## src/rtl/tdm_mux.sv

```systemverilog
// tdm_mux: TDM multiplexer, manual channel select or round-robin scan into a registered output with backpressure.
// Define TDM_MUX_PARITY_EN to add the dout_par even-parity output.
module tdm_mux #(
  parameter int WIDTH    = 8,
  parameter int CHANNELS = 4,
  localparam int SEL_W   = $clog2(CHANNELS)
) (
  input  logic                      clk,
  input  logic                      rst_n,
  input  logic [CHANNELS*WIDTH-1:0] din,
  input  logic [CHANNELS-1:0]       in_valid,
  output logic [CHANNELS-1:0]       in_ack,
  input  logic [SEL_W-1:0]          sel,
  input  logic                      mode,
  input  logic                      out_ready,
  output logic [WIDTH-1:0]          dout,
  output logic [SEL_W-1:0]          dout_ch,
`ifdef TDM_MUX_PARITY_EN
  output logic                      dout_par,
`endif
  output logic                      dout_valid
);
  logic [WIDTH-1:0] dout_q, dout_d;
  logic [SEL_W-1:0] ch_q, ch_d, ptr_q, ptr_d, win;
  logic             valid_q, valid_d, hit, load;
  assign load = !valid_q || out_ready;
  // Descending search so the channel closest to ptr wins the last assignment.
  always_comb begin
    hit = 1'b0;
    win = sel;
    if (mode) begin
      win = ptr_q;
      for (int i = CHANNELS - 1; i >= 0; i--) begin
        if (in_valid[ptr_q + SEL_W'(i)]) begin
          hit = 1'b1;
          win = ptr_q + SEL_W'(i);
        end
      end
    end else begin
      hit = in_valid[sel];
    end
  end
  assign in_ack  = (rst_n && load && hit) ? (CHANNELS'(1) << win) : '0;
  assign dout_d  = (load && hit) ? din[win*WIDTH +: WIDTH] : dout_q;
  assign ch_d    = (load && hit) ? win : ch_q;
  assign valid_d = load ? hit : valid_q;
  assign ptr_d   = !load ? ptr_q : !mode ? '0 : hit ? win + SEL_W'(1) : ptr_q;
  always_ff @(posedge clk or negedge rst_n) begin
    if (!rst_n) begin
      dout_q  <= '0;
      ch_q    <= '0;
      valid_q <= 1'b0;
      ptr_q   <= '0;
    end else begin
      dout_q  <= dout_d;
      ch_q    <= ch_d;
      valid_q <= valid_d;
      ptr_q   <= ptr_d;
    end
  end
`ifdef TDM_MUX_PARITY_EN
  logic par_q;
  always_ff @(posedge clk or negedge rst_n) begin
    if (!rst_n) par_q <= 1'b0;
    else if (load && hit) par_q <= ^din[win*WIDTH +: WIDTH];
  end
  assign dout_par = par_q;
`endif
  assign dout       = dout_q;
  assign dout_ch    = ch_q;
  assign dout_valid = valid_q;
endmodule
```

## config.mk

```make
export PLATFORM = sky130hd
export DESIGN_NAME = tdm_mux
export DESIGN_NICKNAME = d
export VERILOG_FILES = /design/src/rtl/tdm_mux.sv
export SDC_FILE = /design/constraint.sdc
export NUM_CORES = 1
export LEC_CHECK = 0
export BUFFER_PORTS_ARGS = -buffer_cell sky130_fd_sc_hd__buf_2
export CAP_MARGIN = 30
export CORE_ASPECT_RATIO = 0.6
export CORE_UTILIZATION = 48
export CTS_BUF_LIST = sky130_fd_sc_hd__clkbuf_8
export DETAILED_ROUTE_END_ITERATION = 7
export PLACE_DENSITY = 0.79
export RECOVER_POWER = 25
export SLEW_MARGIN = 30
export SYNTH_ARGS = -nofsm -noshare
export SYNTH_HDL_FRONTEND = slang
export SYNTH_SLANG_ARGS = --single-unit
```

## constraint.sdc

```tcl
create_clock -name clk -period 2.7 [get_ports clk]
set_input_delay 0.135 -clock clk [delete_from_list [all_inputs] [get_ports clk]]
set_output_delay 0.135 -clock clk [all_outputs]
set_load 0.01 [all_outputs]
```

==> key figures <==
Status
  • Status: finished clean

Clock network
  • Post-CTS Hold Buffers: 1
  • Clock Tree Buf Depth: 2
  • Clock root buffer: clkbuf_8
  • Htree depth: 1
  • Inserted Clock Buffers: 3
  • Worst skew pair latency: 0.24 ns
  • Clock Sinks: 13
  • Post-cts resize count: 0
  • Clk slew on worst S/H paths: 0.06 ns
  • Setup repair bufs after CTS: 0
  • CTS tree: yes

Placement
  • # port buffers: 56
  • Hpwl dp: 2360 µm
  • Placed Cells: 203
  • Routability cong.: 0.930

Worst setup path
  • R2R depth: 5
  • Setup slack, reg-to-reg: 0.62 ns
  • Crit-path slowest cell: dfrtp_1
  • Critical path type: flop to output port
  • Startpoint Class: flop
  • Crit path capture type: output port
  • Critical Path RT: 2.57 ns
  • Crit Path Max Fanout: 20
  • Worst path max stage delay: 0.47 ns
  • Worst r2r src: ptr_q[0]$_DFFE_PN0P_
  • Worst Path Buf+Inv: 2
  • RR Endpoint: dout[4]$_DFFE_PN0P_
  • Top Family by Delay on Critical Path: simple AND/OR/NAND/NOR gates
  • CP Cell Sequence: or2b_2 -> a311o_1 -> nand2_4 -> ha_1 -> inv_1 -> nor3_1 -> buf_2
  • Critical path arrival: 2.26 ns

Floorplan
  • Initial Utilization: 0.525
  • Die height: 40.4 µm
  • Die X: 65.9 µm
  • # rows: 13
  • Core area: 0.00224 mm²
  • Io pins: 57
  • Die area: 0.00266 mm²

Hold path
  • Class of the worst hold path: input pin to flop
  • Worst hold start: mode
  • Hold Path Sink: ptr_q[1]$_DFFE_PN0P_
  • Worst hold path stage count: 3

Global route
  • First-pass GRT wire length: 4800 µm
  • Initial antenna violation count: 0
  • Congestion Overflow GR: 0
  • Vias in the first global route: 1080
  • Largest net degree at the start of global routing: 23
  • GRT Overall Usage: 0.249

Timing
  • Final hold vios: 0
  • Max-slew violations: 0
  • Fin crit share: 0.886
  • Final min period: 2.39 ns
  • RSZ-0062 raised after global routing: false
  • Slew HR: 0.484
  • Setup-failing EPs final: 0
  • Hold_ws: 0.191 ns
  • Worst Tran Pin Value: 0.773 ns
  • Clock Skew: 0.00285 ns
  • Fmax: 418 MHz
  • Setup TNS: 0 ns

Logic synthesis
  • Ys async rst share: 1.00
  • Post-Syn Area: 0.00118 mm²
  • Yosys warns: 0
  • Post-synth cell types: 43
  • Avg Cell Area, Syn: 9.57 µm²
  • EDFF count, synth: 0
  • Main synth FF type: dfrtp_1
  • Syn_nets: 166
  • Synth Instances: 123
  • Sequential element share of the synthesized area: 0.276
  • Yosys reg bits: 13

Cells and area
  • Commonest non-fill, non-tap cells in the layout: 55 x buf_2, 16 x and2_1, 13 x dfrtp_1, 12 x nand2_1, 9 x a221oi_1
  • Commonest non-fill, non-tap cell in the layout: buf_2
  • Final Non-Filler Cells: 208
  • Area grow syn2layout: 27.9%
  • Diode count: 0
  • Count of filler cells inserted in the layout: 183
  • NumNets Final: 222
  • Final core utilization: 0.671
  • Layout cells sized above 1: 0.466

Routing
  • Via density: 5.63
  • # DRC: 0
  • Via count: 1171
  • DRT iter0 DRCs: 74
  • TritonRoute pass-1 iters: 4
  • Post-DRT Antenna Nets: 0
  • Post-Route WL: 3110 µm
  • Routed len/inst: 14.9 µm

Pwr
  • Design Power: 0.845 mW
  • Lkg Pwr: 0.711 nW
  • VDD IR max: 0.408 mV
  • P per Cell Area: 561 mW/mm²

Run
  • Max Cap Viol: 0
==> cell families (layout without fill, tap and decap cells) <==
logic type	after synthesis	count (layout)	synth area share
adders and majority gates	1	1	0.0106
muxes	4	4	0.0499
DFF	13	13	0.276
and+or+nand+nor	51	51	0.262
AOI/OAI and AO/OA	40	40	0.333
buffers and inverters	14	69	0.0680
==> how the worst max path moves through the flow <==
stage                               startpoint   endpoint  slack [ns]  cells past startpoint
final                     ptr_q[1]$_DFFE_PN0P_  in_ack[2]        0.31                      7
after global routing      ptr_q[1]$_DFFE_PN0P_  in_ack[2]        0.16                      7
after CTS                 ptr_q[1]$_DFFE_PN0P_  in_ack[2]        0.33                      7
after detailed placement  ptr_q[1]$_DFFE_PN0P_  in_ack[2]        0.60                      7
after global placement    ptr_q[1]$_DFFE_PN0P_  in_ack[2]        0.67                      7
after floorplan           ptr_q[1]$_DFFE_PN0P_  in_ack[2]        0.70                      8
==> per-stage QoR <==
step           area (µm²)  setup WS (ns)
3_3_place_gp         1450          0.674
3_5_place_dp         1450          0.603
5_1_grt              1510          0.164
6_report             1510          0.309
4_1_cts              1510          0.328
2_1_floorplan        1180          0.704
==> routing by layer <==
layer	GRT usage	share of wire	routed length, µm	up-vias
li1	-	-	-	578
met1	0.338	0.48	1490	541
met2	0.380	0.44	1350	50
met3	0.0682	0.077	238	2
met4	0.0904	0.0061	19	0
met5	0	0	0	-
==> flip-flops by register name, indices dropped and copies added (netlist names) <==
| name | count |
|---|---|
| dout | 8 |
| ptr_q | 2 |
| dout_ch | 2 |
| dout_valid | 1 |
==> Yosys cell counts (all sizes together), types with 2 or more instances <==
cell    instances  area share
or4             2       0.013
nor2b           3       0.016
and2           16       0.085
dfrtp          13        0.28
nand2b          4       0.021
inv             6       0.019
mux2            2       0.019
or2b            2       0.015
nand2          13       0.048
o21ai           5       0.021
or2             2       0.013
nor2            2      0.0064
buf             5       0.039
o31ai           9       0.069
a221oi         16        0.16
clkbuf          3      0.0096
a21oi           3       0.016
==> area by class of cell <==
class / count / area (µm²) / share of cell area
flip-flops and latches: 13 / 325 / 0.216
well taps: 30 / 37.5 / 0.0249
clock inverters: 1 / 3.75 / 0.00249
inverters: 6 / 22.5 / 0.0150
clock buffers: 3 / 41.3 / 0.0274
repair buffers: 59 / 304 / 0.202
multi-input cells: 96 / 772 / 0.512
==> tightest hold or removal path, delay by kind of cell <==
kind,cells,cell delay (ns)
AND/OR/NAND/NOR,1,0.06
AO/OA/AOI/OAI,1,0.06
buffers and inverters,1,0.13
==> where the power goes <==
part / switching [mW] / total [mW] / internal [mW]
clock: 0.0756 / 0.176 / 0.101
sequential: 0.0403 / 0.287 / 0.247
combinational: 0.213 / 0.382 / 0.169
total: 0.329 / 0.845 / 0.516
Note: power is estimated with default switching activity, not from simulation.
